`src/rtl/game_seq_ctrl.sv`:
```
// Round sequencer for the ghost/pac datapath: round FSM, ghost release, scatter/chase scheduling, lives.
// Optional frightened mode is enabled by defining GHOST_FRIGHT_EN.
module game_seq_ctrl #(
    parameter int NUM_GHOSTS    = 4,
    parameter int LIVES         = 3,
    parameter int READY_TICKS   = 60,
    parameter int RELEASE_TICKS = 30,
    parameter int SCATTER_TICKS = 140,
    parameter int CHASE_TICKS   = 400,
    parameter int FRIGHT_TICKS  = 120,
    parameter int DEATH_TICKS   = 90
) (
    input  logic                  clk,
    input  logic                  rst,
    input  logic                  clk_s,
    input  logic                  start,
    input  logic [NUM_GHOSTS-1:0] p_dead,
    input  logic                  pellet_clr,
    input  logic                  power_eaten,
    output logic [2:0]            state,
    output logic                  pac_en,
    output logic [NUM_GHOSTS-1:0] ghost_en,
    output logic [NUM_GHOSTS-1:0] ghost_rst,
    output logic [1:0]            ghost_mode,
    output logic [2:0]            lives,
    output logic                  game_over,
    output logic                  win
);

    localparam logic [2:0] S_IDLE  = 3'd0;
    localparam logic [2:0] S_READY = 3'd1;
    localparam logic [2:0] S_PLAY  = 3'd2;
    localparam logic [2:0] S_DYING = 3'd3;
    localparam logic [2:0] S_OVER  = 3'd4;
    localparam logic [2:0] S_WIN   = 3'd5;

    localparam logic [1:0] M_SCAT   = 2'd0;
    localparam logic [1:0] M_CHASE  = 2'd1;
    localparam logic [1:0] M_FRIGHT = 2'd2;

    localparam logic [9:0] READY_LAST = 10'(READY_TICKS - 1);
    localparam logic [9:0] REL_LAST   = 10'(RELEASE_TICKS - 1);
    localparam logic [9:0] SCAT_LAST  = 10'(SCATTER_TICKS - 1);
    localparam logic [9:0] CHASE_LAST = 10'(CHASE_TICKS - 1);
    localparam logic [9:0] DEATH_LAST = 10'(DEATH_TICKS - 1);
    localparam logic [3:0] IDX_LAST   = 4'(NUM_GHOSTS - 1);
    localparam logic [2:0] LIVES_V    = 3'(LIVES);

    localparam logic [NUM_GHOSTS-1:0] GE_ONE = NUM_GHOSTS'(1);

    logic       cs_q1;
    logic       cs_q2;
    logic       cs_q3;
    logic       start_q;
    logic       tick;
    logic       start_rise;
    logic       go_ready;
    logic [9:0] tmr;
    logic [9:0] rel_tmr;
    logic [3:0] rel_idx;
    logic [9:0] ph_tmr;

`ifdef GHOST_FRIGHT_EN
    localparam logic [9:0] FRIGHT_V = 10'(FRIGHT_TICKS);

    logic [NUM_GHOSTS-1:0] p_dead_q;
    logic [9:0]            fr_tmr;
    logic [1:0]            mode_sv;
`endif

    // clk_s is asynchronous to clk: two-flop sync, third flop for edge detect
    always_ff @(posedge clk or negedge rst) begin
        if (!rst) begin
            cs_q1   <= 1'b0;
            cs_q2   <= 1'b0;
            cs_q3   <= 1'b0;
            start_q <= 1'b0;
        end else begin
            cs_q1   <= clk_s;
            cs_q2   <= cs_q1;
            cs_q3   <= cs_q2;
            start_q <= start;
        end
    end

    assign tick       = cs_q2 & ~cs_q3;
    assign start_rise = start & ~start_q;

    assign go_ready =
        ((state == S_IDLE) || (state == S_OVER) || (state == S_WIN))
            ? start_rise
            : ((state == S_DYING) && tick && (tmr == DEATH_LAST) && (lives != 3'd0));

`ifdef GHOST_FRIGHT_EN
    always_ff @(posedge clk or negedge rst) begin
        if (!rst) begin
            p_dead_q <= '0;
        end else begin
            p_dead_q <= p_dead;
        end
    end
`endif

    always_ff @(posedge clk or negedge rst) begin
        if (!rst) begin
            state      <= S_IDLE;
            pac_en     <= 1'b0;
            ghost_en   <= '0;
            ghost_rst  <= '0;
            ghost_mode <= M_SCAT;
            lives      <= LIVES_V;
            game_over  <= 1'b0;
            win        <= 1'b0;
            tmr        <= '0;
            rel_tmr    <= '0;
            rel_idx    <= '0;
            ph_tmr     <= '0;
`ifdef GHOST_FRIGHT_EN
            fr_tmr     <= '0;
            mode_sv    <= M_SCAT;
`endif
        end else begin
            ghost_rst <= '0;
            unique case (state)
                S_IDLE, S_OVER, S_WIN: begin
                    pac_en   <= 1'b0;
                    ghost_en <= '0;
                end
                S_READY: begin
                    if (tick) begin
                        if (tmr == READY_LAST) begin
                            state    <= S_PLAY;
                            tmr      <= '0;
                            pac_en   <= 1'b1;
                            ghost_en <= GE_ONE;
                            rel_tmr  <= '0;
                            rel_idx  <= '0;
                        end else begin
                            tmr <= tmr + 10'd1;
                        end
                    end
                end
                S_PLAY: begin
                    if (pellet_clr) begin
                        state      <= S_WIN;
                        win        <= 1'b1;
                        pac_en     <= 1'b0;
                        ghost_en   <= '0;
                        ghost_mode <= M_SCAT;
                        tmr        <= '0;
                    end else if ((|p_dead) && (ghost_mode != M_FRIGHT)) begin
                        state      <= S_DYING;
                        lives      <= (lives == 3'd0) ? 3'd0 : lives - 3'd1;
                        pac_en     <= 1'b0;
                        ghost_en   <= '0;
                        ghost_mode <= M_SCAT;
                        tmr        <= '0;
                    end else begin
                        if (tick && (rel_idx < IDX_LAST)) begin
                            if (rel_tmr == REL_LAST) begin
                                rel_tmr  <= '0;
                                rel_idx  <= rel_idx + 4'd1;
                                ghost_en <= ghost_en | (GE_ONE << (rel_idx + 4'd1));
                            end else begin
                                rel_tmr <= rel_tmr + 10'd1;
                            end
                        end
`ifdef GHOST_FRIGHT_EN
                        // phase timer stays frozen while frightened
                        if (ghost_mode == M_FRIGHT) begin
                            ghost_rst <= p_dead & ~p_dead_q;
                            if (power_eaten) begin
                                fr_tmr <= FRIGHT_V;
                            end else if (tick) begin
                                if (fr_tmr <= 10'd1) begin
                                    fr_tmr     <= '0;
                                    ghost_mode <= mode_sv;
                                end else begin
                                    fr_tmr <= fr_tmr - 10'd1;
                                end
                            end
                        end else if (power_eaten) begin
                            mode_sv    <= ghost_mode;
                            ghost_mode <= M_FRIGHT;
                            fr_tmr     <= FRIGHT_V;
                        end else
`endif
                        if (tick) begin
                            if (ghost_mode == M_SCAT) begin
                                if (ph_tmr == SCAT_LAST) begin
                                    ph_tmr     <= '0;
                                    ghost_mode <= M_CHASE;
                                end else begin
                                    ph_tmr <= ph_tmr + 10'd1;
                                end
                            end else begin
                                if (ph_tmr == CHASE_LAST) begin
                                    ph_tmr     <= '0;
                                    ghost_mode <= M_SCAT;
                                end else begin
                                    ph_tmr <= ph_tmr + 10'd1;
                                end
                            end
                        end
                    end
                end
                S_DYING: begin
                    pac_en   <= 1'b0;
                    ghost_en <= '0;
                    if (tick) begin
                        if (tmr == DEATH_LAST) begin
                            tmr <= '0;
                            if (lives == 3'd0) begin
                                state     <= S_OVER;
                                game_over <= 1'b1;
                            end
                        end else begin
                            tmr <= tmr + 10'd1;
                        end
                    end
                end
                default: begin
                    state <= S_IDLE;
                end
            endcase

            // common entry into READY from start or a survived death
            if (go_ready) begin
                state      <= S_READY;
                ghost_rst  <= '1;
                pac_en     <= 1'b0;
                ghost_en   <= '0;
                ghost_mode <= M_SCAT;
                tmr        <= '0;
                ph_tmr     <= '0;
                rel_tmr    <= '0;
                rel_idx    <= '0;
                game_over  <= 1'b0;
                win        <= 1'b0;
`ifdef GHOST_FRIGHT_EN
                fr_tmr     <= '0;
                mode_sv    <= M_SCAT;
`endif
                if (state != S_DYING) begin
                    lives <= LIVES_V;
                end
            end
        end
    end

endmodule

```
`config.mk`:
```
export PLATFORM = sky130hd
export DESIGN_NAME = game_seq_ctrl
export DESIGN_NICKNAME = d
export VERILOG_FILES = /design/src/rtl/game_seq_ctrl.sv
export SDC_FILE = /design/constraint.sdc
export NUM_CORES = 1
export LEC_CHECK = 0
export BUFFER_PORTS_ARGS = -buffer_cell sky130_fd_sc_hd__buf_4
export CORE_MARGIN = 2
export CORE_UTILIZATION = 50
export CTS_BUF_LIST = sky130_fd_sc_hd__clkbuf_4
export CTS_CLUSTER_SIZE = 40
export DETAILED_ROUTE_END_ITERATION = 6
export PLACE_DENSITY = 0.72
export SYNTH_ARGS = -nofsm -noshare
export SYNTH_HDL_FRONTEND = slang
export SYNTH_SLANG_ARGS = --single-unit
```
`constraint.sdc`:
```
create_clock -name clk -period 2.35 [get_ports clk]
set_input_delay 0.235 -clock clk [delete_from_list [all_inputs] [get_ports clk]]
set_output_delay 0.235 -clock clk [all_outputs]
set_load 0.01 [all_outputs]
```
# Word level (Yosys, flattened, before mapping)
# Index checks and enable logic that the tools add are counted.
# op_classes
div_mod_pow,0
addsub,5
n_reduce_logical,35
eq_ne,28
n_shift,1
n_mux,79
n_mul,0
n_bitwise,5
n_lt_le_gt_ge,1
# op_table
op,n
two-way mux 10 bit,22
two-way mux 4 bit,15
two-way mux 3 bit,14
adder 10 x 1 -> 10 bit (second input constant),3
one-hot mux 10 bit (3 select lines),1
!= test 3 bit (second input constant),7
one-hot mux 10 bit (2 select lines),1
AND reduction 4 bit,5
two-way mux 2 bit,8
two-way mux 1 bit,14
AND reduction 7 bit,2
one-hot mux 3 bit (4 select lines),1
one-hot mux 4 bit (3 select lines),1
nonzero test 2 bit,6
nonzero test 4 bit,3
== test 10 x 5 -> 1 bit (second input constant),1
== test 10 x 6 -> 1 bit (second input constant),1
== test 10 x 7 -> 1 bit (second input constant),1
== test 10 x 8 -> 1 bit (second input constant),1
== test 10 x 9 -> 1 bit (second input constant),1
!= test 5 bit (second input constant),2
!= test 3 x 2 -> 1 bit (second input constant),3
one-hot mux 4 bit (2 select lines),1
OR reduction 4 bit,2
other kinds (25),38
# totals
latch_bits,0
mem_bits_ro,0
output_inout_bits,19
mem_count,0
mem_bits_rw,0
wordCells,170
ff_bits,57
inputBits,10

# Longest topological paths before layout
# Gate-level depths: netlist of run 1.
# depth
ltp_word,9
mapped_depth,9
mapped_depth_nobuf,8

# Worst setup path before layout of run 1
# OpenSTA, ideal clock, no wires.
# synth_path
path_type,flip-flop to flip-flop
startpoint,register rel_idx[0]
endpoint,register rel_idx[0]
slack_ns,-0.010
required_ns,2.225
arrival_time_ns,2.235
stages_incl_launch_ff,7
setup_ns,0.125
cell_sequence,dfrtp_1 ha_1 nor3_1 nand4_1 and2_1 or4b_4 mux2_4
# synth_via
elab_chain_len,7
word_cells_on_any_way,11
# synth_rtl
item,line,rtl
start: declaration,60,logic [3:0] rel_idx;
start signal: assignment,162,rel_idx <= rel_idx + 4'd1;
adder 4 x 1 -> 4 bit,162,
two-way mux 4 bit,160,if (rel_tmr == REL_LAST) begin
two-way mux 4 bit,159,if (tick && (rel_idx < IDX_LAST)) begin
two-way mux 4 bit,151,end else if ((|p_dead) && (ghost_mode != M_FRIGHT)) begin
two-way mux 4 bit,144,if (pellet_clr) begin
one-hot mux 4 bit (2 select lines),124,unique case (state)
two-way mux 4 bit,228,if (go_ready) begin
# Several ways; a longest one is shown, not always the timed one. The select of a mux whose other input is x is not followed.
# A chain may end at the register's enable or synchronous reset.

# Worst setup path after layout of run 1
# layout_path
startpoint,register tmr[2]
endpoint,register rel_idx[0]
# layout_via
elab_chain_len,6
word_cells_on_any_way,14
# layout_rtl
item,line,rtl
start: declaration,58,logic [9:0] tmr;
start signal: assignment,139,tmr <= tmr + 10'd1;
start signal: assignment,218,tmr <= tmr + 10'd1;
== test 10 x 7 -> 1 bit,92,: ((state == S_DYING) && tick && (tmr == DEATH_LAST) && (lives != 3'd0));
logical AND 1 bit (2 in a row),92,
two-way mux 1 bit,91,? start_rise
!= test 3 bit (no line) or nonzero test 3 bit (tied branches),-,
AND reduction 7 bit (no line),-,
# Several ways; a longest one is shown, not always the timed one.

==> flow_summary.yaml, run 1 <==
run_status:
  status: "finished with violations"
  violations: "negative setup slack"
clock_network:
  cts_root_buffer: "clkbuf_4"
  clock_sinks: 53
  cts_tree: "done"
  cts_buffer_depth: 2
  cts_made_buffers: 5
  htree_levels: 2
  post-cts-setup-buffers: 0
  clk_pin_slew_ns: 0.15
  clock_latency_ns: 0.37
yosys:
  ys_types: 59
  synth_edf_count: 0
  synth_top_area_share_pct: 42.0
  syn_inst: 320
  syn-num-nets: 336
  ys_seq_area_share_pct: 43.7
  ys.flop_type: "dfrtp_1"
  yosys_register_bits: 53
  async_flop_share_pct: 100
  avgSynthCellArea_um2: 9.50
  synth_area_leaders: "dfrtp_1 42%, nor3_1 3.3%, o2bb2ai_1 3.2%, a21oi_1 3.0%, nand2_1 2.7%"
  syn-cell-area_mm2: 0.00304
  yosysWarnings: 0
  yosys.area.top_type: "dfrtp_1"
drt:
  drtPass1Iterations: 4
  wirelength_um: 6850
  final_antenna_net_count: 0
  drt_iter0_drc: 123
  wl_per_cell_um: 15.2
  drcViolationCount: 0
  vias_per_cell: 5.94
  vias: 2686
floorplan:
  io_pins: 29
  rows: 28
  chipHeight_um: 82.0
  fp.dieW_um: 82.0
  core_area_mm2: 0.00589
  die_area_mm2: 0.00672
  initial_utilization_pct: 51.7
timing:
  fmax_mhz: 423
  fin_skew_ns: 0.00860
  setup_violations: 1
  period_needed_ns: 2.36
  worstMarginPinSlew_ns: 0.665
  hold_viol: 0
  setup_ws_ns: -0.0118
  finalCritPeriodShare_pct: 101
  fin_tns_setup_ns: -0.0118
  rsz0062_at_grt: "true"
  drv_slew: 0
  relSlewSlack_pct: 55.7
run:
  cap_violations: 0
pwr:
  combPwrFrac_pct: 40.9
  leakage_nw: 1.60
  p_int_mw: 1.67
  fin_total_pwr_mw: 2.63
  peakVddDrop_uv: 435
  power.share.clock_pct: 15.3
  pwr-share-seq_pct: 43.8
  power_density_mw_per_mm2: 730
  p_sw_mw: 0.960
  netSwitchingFraction_pct: 36.5
cells_and_area:
  fin_util_pct: 61.1
  layout_commonest_cell: "buf_4"
  fin_nets: 392
  multiInputGateArea_mm2: 0.00161
  layout_common_cells: "57 x buf_4, 51 x dfrtp_1, 22 x nand2_1, 22 x nor2_1, 19 x nor3_1"
  fillers: 529
  drive_gt1_share_pct: 23.6
  antenna_cells: 0
  synthToLayoutAreaGrowth_pct: 18.3
  regArea_mm2: 0.00133
critical_path:
  setup.worst_path.class: "reg -> reg"
  cpLargestDelayFamily: "simple AND/OR/NAND/NOR gates"
  crit_buf_inv: 1
  crit_chain: "or4_4 -> nor4_1 -> buf_4 -> nor2_1 -> or4b_4 -> mux2_4"
  crit_required_ns: 2.62
  crit_path_end_kind: "flop"
  setup.worst_path.start_class: "flop"
  slowest_stage: "or4_4"
  crit_fanout: 4
  slowest_delay_ns: 0.55
  arrival_ns: 2.64
placement:
  place.port_buffers: 26
  gp_congestion: 0.860
  dpl_worst_slack_ns: -0.0386
  dp_hpwl_um: 5070
grt:
  grt_max_degree: 54
  antenna_found_initial: 0
  grt_pass1_wl_um: 11400
  grt_pass1_vias: 2509
  overflow: 0
  grt_util_all_layers_pct: 21.8
hold_path:
  hold_class: "in -> reg"
==> tightest hold or removal path, delay by kind of cell <==
family | cells | cell delay [ns]
buffers and inverters | 1 | 0.14
AND/OR/NAND/NOR | 1 | 0.08
AO/OA/AOI/OAI | 1 | 0.07
==> routing by layer <==
| metal | track usage, % | wire length (um) | share of wire, % | vias to the layer above |
|---|---|---|---|---|
| met4 | 7.50 | 104 | 1.5 | 0 |
| met5 | 0 | 0 | 0 | - |
| li1 | - | - | - | 1330 |
| met1 | 29.1 | 3210 | 47 | 1280 |
| met3 | 3.52 | 296 | 4.3 | 10 |
| met2 | 35.9 | 3240 | 47 | 66 |
==> per-stage QoR <==
step	hold WS, ns	instance area, um^2	std cells
floorplan	-0.0606	3050	320
global placement	0.313	3500	441
detailed placement	0.318	3500	441
CTS	0.160	3600	452
global route	0.216	3600	452
finish	0.187	3600	452
==> what timing repair did <==
item / in CTS / in global routing
resized for setup: 2 / 1
pin swaps: 1 / 0
hold endpoints to repair: 53 / 0
setup endpoints to repair: 1 / 16
hold buffers: 3 / 0
gates cloned: 0 / 0
==> synth_stat cells, drive strengths merged (2+ instances only) <==
library cell,instances
dfrtp,51
nand2,22
nor2,22
nor3,22
a21oi,18
o21ai,12
o2bb2ai,11
a211oi,10
inv,10
nand3,10
buf,8
or3,8
a22o,7
and3,7
ha,6
nand3b,6
nor4,6
o21a,6
a31o,5
a31oi,5
nand2b,5
nor2b,5
o31ai,5
or4,5
and2,4
clkbuf,4
nand4,4
a211o,3
mux2,3
mux2i,3
nor3b,3
a21o,2
a41oi,2
dfstp,2
o22a,2
o22ai,2
==> worst paths after layout <==
kind	start	endpoint	slack, ns	cells past startpoint
setup reg to reg	tmr[2]$_DFFE_PN0P_	rel_idx[0]$_DFFE_PN0P_	-0.01	6
min in group asynchronous	rst	ph_tmr[9]$_DFFE_PN0P_	0.41	2
hold reg to reg	cs_q1$_DFF_PN0_	cs_q2$_DFF_PN0_	0.37	0
setup / recovery	tmr[2]$_DFFE_PN0P_	rel_idx[0]$_DFFE_PN0P_	-0.01	6
max in group asynchronous	rst	tmr[5]$_DFFE_PN0P_	1.47	2
hold / removal	pellet_clr	win$_DFFE_PN0P_	0.19	3
==> cell families (layout without fill, tap and decap cells) <==
family	after synthesis	count (layout)	synth area share [%]
other	1	1	0.123
DFF	53	53	43.7
AOI/OAI and AO/OA	95	95	22.6
muxes	6	6	2.22
buffers and inverters	22	79	3.62
and+or+nand+nor	135	135	24.7
adders and majority gates	6	6	2.47
xor gates and xnor gates	2	2	0.576
==> registers in the layout, summed over array words and instances (netlist names), 3 cells and up <==
name,count
ph_tmr,10
rel_tmr,10
tmr,10
ghost_en,4
rel_idx,4
lives,3
state,3
==> cell type report <==
cell class / count / share of cell area, %
timing repair buffer: 61 / 13.0
clock buffer: 5 / 1.04
clock inverter: 3 / 0.452
sequential: 53 / 37.0
multi-input combinational: 245 / 44.9
tap: 75 / 2.61
inverter: 10 / 1.04
==> power by group through the flow <==
stage	Combinational, mW	Clock, mW	Sequential (mW)
final	1.08	0.401	1.15
after global routing	1.18	0.461	1.17
after CTS	1.08	0.423	1.15
after detailed placement	1.06	0	1.17
after global placement	1.03	0	1.16
after floorplan	0.624	0	1.17
(Power assumes the default switching activity.)
==> inputs of run 2 (changes only) <==
--- a/config.mk
+++ b/config.mk
@@ -5,13 +5,14 @@
 export SDC_FILE = /design/constraint.sdc
 export NUM_CORES = 1
 export LEC_CHECK = 0
+export ABC_AREA = 1
 export BUFFER_PORTS_ARGS = -buffer_cell sky130_fd_sc_hd__buf_4
 export CORE_MARGIN = 2
 export CORE_UTILIZATION = 50
 export CTS_BUF_LIST = sky130_fd_sc_hd__clkbuf_4
 export CTS_CLUSTER_SIZE = 40
 export DETAILED_ROUTE_END_ITERATION = 6
-export PLACE_DENSITY = 0.72
+export PLACE_DENSITY = 0.71
 export SYNTH_ARGS = -nofsm -noshare
 export SYNTH_HDL_FRONTEND = slang
 export SYNTH_SLANG_ARGS = --single-unit
==> run 2 against run 1 <==
The flow now finishes without violations; register-to-register slack better by 0.33 ns; sequential power rose by 6%; combinational power rose by 27%; global-route usage down 0.43 points; cell area up 7.7%; power up 15%; die area grew 14%; maximum frequency increased by 16%; sequential cell count is the same; clock-buffer cell count rose by 1.
==> flow_summary.yaml, run 2 <==
hold_path:
  hold_class: "in -> reg"
clock_network:
  cts_root_buffer: "clkbuf_4"
  cts_tree: "done"
  clock_latency_ns: 0.37
  cts_buffer_depth: 2
  clk_pin_slew_ns: 0.16
  cts_made_buffers: 5
  htree_levels: 2
  clock_sinks: 53
  post-cts-setup-buffers: 0
yosys:
  ys.flop_type: "dfrtp_1"
  synth_area_leaders: "dfrtp_1 36%, nand2_1 19%, inv_1 6.2%, nor2_1 5.9%, nand3_1 5.3%"
  synth_edf_count: 0
  synthMuxAreaShare_pct: 0
  synth_common_cells: "181 x nand2_1, 58 x inv_1, 55 x nor2_1"
  synth_top_family_by_area: "simple AND/OR/NAND/NOR gates"
  async_flop_share_pct: 100
  syn-cell-area_mm2: 0.00350
  yosys.area.top_type: "dfrtp_1"
  synth_fa_ha_area_share_pct: 2.14
  synth_top_area_share_pct: 36.4
  ys_types: 39
  yosysMostFrequentCell: "nand2_1"
  syn-num-nets: 535
  synth_simple_gate_area_share_pct: 40.8
  avgSynthCellArea_um2: 6.75
  yosys_register_bits: 53
  syn_inst: 519
  synth_xor_area_share_pct: 2.50
  synth-compound-area-share_pct: 7.43
  ys_seq_area_share_pct: 37.9
  yosysWarnings: 0
timing:
  rsz0062_at_grt: "false"
  fmax_mhz: 491
  setup_violations: 0
  worstMarginPinSlew_ns: 0.686
  period_needed_ns: 2.04
  finalCritPeriodShare_pct: 86.6
  hold_viol: 0
  fin_skew_ns: 0.0176
  drv_slew: 0
  fin_tns_setup_ns: 0
  relSlewSlack_pct: 54.3
pwr:
  leakage_nw: 2.02
  power_density_mw_per_mm2: 779
  peakVddDrop_uv: 520
floorplan:
  chipHeight_um: 87.7
  initial_utilization_pct: 51.6
  die_area_mm2: 0.00769
  io_pins: 29
  fp.dieW_um: 87.7
  core_area_mm2: 0.00679
  rows: 30
run:
  cap_violations: 0
cells_and_area:
  fin_nets: 565
  synthToLayoutAreaGrowth_pct: 10.5
  fillers: 672
  drive_gt1_share_pct: 12.2
  largestRegisters: "ph_tmr: 10 flops, rel_tmr: 10 flops, tmr: 10 flops"
  layout_commonest_cell: "nand2_1"
  fin_util_pct: 57.0
  layout_common_cells: "181 x nand2_1, 58 x inv_1, 55 x nor2_1"
  antenna_cells: 0
critical_path:
  setup.worst_path.start_class: "flop"
  crit_required_ns: 2.62
  crit_fanout: 18
  crit_chain: "ha_1 -> inv_1 -> nor2_1 -> nand2_1 -> nor2_1 -> nand2_2 -> nand2_4 -> nor2_2 -> nand2_2 -> nand3_2 -> nand2_1 -> nand2_1"
  path_common_cell: "nand2_1"
  slowest_delay_ns: 0.52
  slowest_stage: "dfrtp_1"
  crit_path_end_kind: "flop"
  setup.worst_path.class: "reg -> reg"
  arrival_ns: 2.30
run_status:
  status: "finished, final reports clean"
placement:
  dp_hpwl_um: 5650
  gp_congestion: 0.935
  place.port_buffers: 26
grt:
  antenna_found_initial: 0
  grt_max_degree: 54
  overflow: 0
  grt_pass1_vias: 2961
  grt_pass1_wl_um: 13400
  grt_util_all_layers_pct: 21.4
drt:
  drtPass1Iterations: 4
  drt_iter0_drc: 137
  wirelength_um: 7800
  drcViolationCount: 0
  final_antenna_net_count: 0
  vias: 3277
  wl_per_cell_um: 12.1
  vias_per_cell: 5.07
[run 2: cell count changes after synthesis, sizes merged, moves of 11 or more]
cell,previous run,this run
a21oi,18,6
inv,10,62
o21ai,12,28
nand3,10,38
nand4,4,16
nor2,22,63
nand2,22,187
o2bb2ai,11,0
[run 2: final timing paths]
check                              startpoint                       to  slack (ns)  depth (start not counted)
setup / recovery           tmr[0]$_DFFE_PN0P_       tmr[6]$_DFFE_PN0P_        0.31                         12
setup reg to reg           tmr[0]$_DFFE_PN0P_       tmr[6]$_DFFE_PN0P_        0.31                         12
hold reg to reg               cs_q1$_DFF_PN0_          cs_q2$_DFF_PN0_        0.37                          0
min in group asynchronous                 rst    ph_tmr[8]$_DFFE_PN0P_        0.42                          2
max in group asynchronous                 rst     state[1]$_DFFE_PN0P_        1.47                          2
hold / removal                     pellet_clr  ghost_en[1]$_DFFE_PN0P_        0.18                          4
[run 2: per-layer routing]
metal / vias up / global-route usage (%) / share of wire (%)
li1: 1716 / - / -
met1: 1492 / 28.9 / 48
met2: 65 / 36.3 / 48
met3: 4 / 3.20 / 3.2
met4: 0 / 4.76 / 0.89
met5: - / 0 / 0
[run 2: stage by stage]
stage	instances	worst slack, ns	power [mW]	cell area (um^2)	hold WS [ns]
2_1_floorplan	519	0.755	2.23	3500	-0.0606
3_3_place_gp	635	0.350	2.57	3780	0.321
3_5_place_dp	635	0.322	2.61	3780	0.326
4_1_cts	646	0.301	3.05	3870	0.153
5_1_grt	646	0.0635	3.29	3870	0.161
6_report	646	0.315	3.02	3870	0.180
[run 2: what timing repair did]
action                                 4_1_cts  5_1_grt
endpoints found under the hold margin       53        0
hold buffers                                 3        0
gates resized for setup                      0        0
[run 2: power breakdown]
| part | internal (mW) | switching [mW] |
|---|---|---|
| registers | 1.05 | 0.167 |
| clock network | 0.132 | 0.299 |
| logic | 0.477 | 0.892 |
| total | 1.66 | 1.36 |
[run 2: final cells by class]
type,count,area (um^2),area share (%)
multi-input cells,391,1860,47.9
flip-flops and latches,53,1330,34.3
clock buffers,6,45.0,1.16
repair buffers,35,270,6.98
inverters,63,239,6.17
clock inverters,2,13.8,0.355
well taps,96,120,3.10
[run 2: worst max-delay path: cells and delay by family (launching register included)]
| kind | cells | cell delay, ns |
|---|---|---|
| buffers and inverters | 1 | 0.05 |
| flip-flops | 1 | 0.52 |
| AND/OR/NAND/NOR | 10 | 1.18 |
| adder cells (fa/ha/maj) | 1 | 0.20 |
[run 2: cells by family (layout without fill, tap and decap cells)]
family          Yosys count  after routing
other cells               1              1
compound gates           45             45
fa+ha+maj                 6              6
simple gates            329            329
xor+xnor                 10             10
flops                    53             53
buf+inv                  75            106
==> inputs of run 3 (changes only) <==
--- a/config.mk
+++ b/config.mk
@@ -7,12 +7,11 @@
 export LEC_CHECK = 0
 export ABC_AREA = 1
 export BUFFER_PORTS_ARGS = -buffer_cell sky130_fd_sc_hd__buf_4
-export CORE_MARGIN = 2
 export CORE_UTILIZATION = 50
 export CTS_BUF_LIST = sky130_fd_sc_hd__clkbuf_4
 export CTS_CLUSTER_SIZE = 40
 export DETAILED_ROUTE_END_ITERATION = 6
-export PLACE_DENSITY = 0.71
+export PLACE_DENSITY = 0.69
 export SYNTH_ARGS = -nofsm -noshare
 export SYNTH_HDL_FRONTEND = slang
 export SYNTH_SLANG_ARGS = --single-unit
==> constraint.sdc (replaced) <==
create_clock -name clk -period 2.2 [get_ports clk]
set_input_delay 0.22 -clock clk [delete_from_list [all_inputs] [get_ports clk]]
set_output_delay 0.22 -clock clk [all_outputs]
set_load 0.01 [all_outputs]
==> run 3 against run 2 <==
Core utilization about the same; wire length decreased by 2.4%; worst setup slack got worse by 0.026 ns; first-iteration DRC count increased by 5.8%; sequential share of layout area about the same; die area decreased by 4.5%; register-to-register slack got worse by 0.03 ns; power increased by 6.9%; global-route usage increased by 0.82 points; clock skew decreased by 0.0063 ns.
==> flow_summary.yaml, run 3 (synthesis results as in run 2) <==
grt:
  grt_pass1_wl_um: 13200
  grt_pass1_vias: 2994
  antenna_found_initial: 0
  overflow: 0
  grt_max_degree: 54
  grt_util_all_layers_pct: 22.2
cells_and_area:
  antenna_cells: 0
  largestRegisters: "ph_tmr: 10 flops, rel_tmr: 10 flops, tmr: 10 flops"
  fin_nets: 565
  layout_common_cells: "181 x nand2_1, 58 x inv_1, 55 x nor2_1"
  layout_commonest_cell: "nand2_1"
  synthToLayoutAreaGrowth_pct: 10.6
  fin_util_pct: 57.0
  drive_gt1_share_pct: 12.2
clock_network:
  clk_pin_slew_ns: 0.15
  clock_latency_ns: 0.37
  htree_levels: 2
  clock_sinks: 53
  cts_tree: "done"
  cts_made_buffers: 5
  cts_root_buffer: "clkbuf_4"
  cts_buffer_depth: 2
timing:
  finalCritPeriodShare_pct: 86.9
  fin_tns_setup_ns: 0
  fin_skew_ns: 0.0113
  rsz0062_at_grt: "false"
  worstMarginPinSlew_ns: 0.658
  fmax_mhz: 523
  hold_viol: 0
  period_needed_ns: 1.91
  drv_slew: 0
  setup_violations: 0
  setup_ws_ns: 0.289
  relSlewSlack_pct: 56.1
pwr:
  fin_total_pwr_mw: 3.22
  power_density_mw_per_mm2: 832
  leakage_nw: 2.02
  peakVddDrop_uv: 776
critical_path:
  slowest_delay_ns: 0.52
  slowest_stage: "dfrtp_1"
  crit_fanout: 10
  crit_path_end_kind: "flop"
  setup.worst_path.class: "reg -> reg"
  crit_chain: "ha_1 -> inv_1 -> nor2_1 -> nand2_1 -> nor2_1 -> nand2_2 -> nand2_4 -> nor2_2 -> nand2_2 -> nand3_2 -> nand2_1 -> nand2_1"
  crit_required_ns: 2.47
  r2r_slack_ns: 0.29
  path_common_cell: "nand2_1"
  arrival_ns: 2.18
  reg2reg_to: "tmr[2]$_DFFE_PN0P_"
  reg2reg_from: "tmr[0]$_DFFE_PN0P_"
  r2r_cells: 12
  setup.worst_path.start_class: "flop"
placement:
  dp_hpwl_um: 5600
  dpl_worst_slack_ns: 0.313
  gp_congestion: 0.905
  place.port_buffers: 26
drt:
  final_antenna_net_count: 0
  vias_per_cell: 5.16
  vias: 3335
  wl_per_cell_um: 11.8
  drtPass1Iterations: 4
  wirelength_um: 7610
  drcViolationCount: 0
  drt_iter0_drc: 145
floorplan:
  fp.dieW_um: 85.7
  rows: 30
  initial_utilization_pct: 51.6
  io_pins: 29
  chipHeight_um: 85.7
  die_area_mm2: 0.00735
  core_area_mm2: 0.00679
hold_path:
  worstHoldStart: "pellet_clr"
  hold_end: "ghost_en[1]$_DFFE_PN0P_"
  min_path_cells: 4
  hold_class: "in -> reg"
run:
  cap_violations: 0
run_status:
  status: "finished, final reports clean"
## run 3: layer usage
metal | vias up | share of wire, % | track usage [%]
met3 | 16 | 3.4 | 3.66
met2 | 60 | 46 | 36.7
li1 | 1712 | - | -
met4 | 0 | 2.0 | 7.73
met5 | - | 0 | 0
met1 | 1547 | 48 | 29.6
## run 3: final cells by class
class                      count  area [um^2]
multi-input combinational    391         1860
clock inverter                 1         7.51
timing repair buffer          35          270
fill                         678         2920
clock buffer                   7         52.6
inverter                      63          239
tap                           96          120
sequential                    53         1330
## run 3: metrics by stage
step	hold WS, ns	cell area, um^2	std cells
after detailed placement	0.306	3780	635
after global placement	0.305	3780	635
after global routing	0.170	3870	646
final	0.171	3870	646
after floorplan	-0.0756	3500	519
after CTS	0.146	3870	646
## run 3: worst max-delay path by stage
stage	from	end	slack (ns)	cells past startpoint
CTS	tmr[0]$_DFFE_PN0P_	tmr[7]$_DFFE_PN0P_	0.28	12
finish	tmr[0]$_DFFE_PN0P_	tmr[2]$_DFFE_PN0P_	0.29	12
global route	tmr[0]$_DFFE_PN0P_	tmr[7]$_DFFE_PN0P_	0.08	12
floorplan	tmr[0]$_DFFE_PN0P_	tmr[5]$_DFFE_PN0P_	0.61	12
detailed placement	tmr[0]$_DFFE_PN0P_	tmr[7]$_DFFE_PN0P_	0.31	12
global placement	tmr[0]$_DFFE_PN0P_	tmr[2]$_DFFE_PN0P_	0.34	12
## run 3: power by group
group	switching [mW]	total (mW)	internal (mW)	leakage (nW)
combinational	0.946	1.46	0.511	1.28
clock	0.309	0.461	0.152	0.0324
sequential	0.185	1.31	1.12	0.710
## run 3: worst max-delay path, delay by kind of cell, from the launching register on
family | cells | cell delay [ns]
DFF | 1 | 0.52
adders and majority gates | 1 | 0.19
and+or+nand+nor | 10 | 1.05
buffers and inverters | 1 | 0.05
## run 3: timing repair
item / 4_1_cts / 5_1_grt
resized for setup: 0 / 0
endpoints found under the hold margin: 53 / 0
setup buffers: 0 / 0
hold buffers: 3 / 0
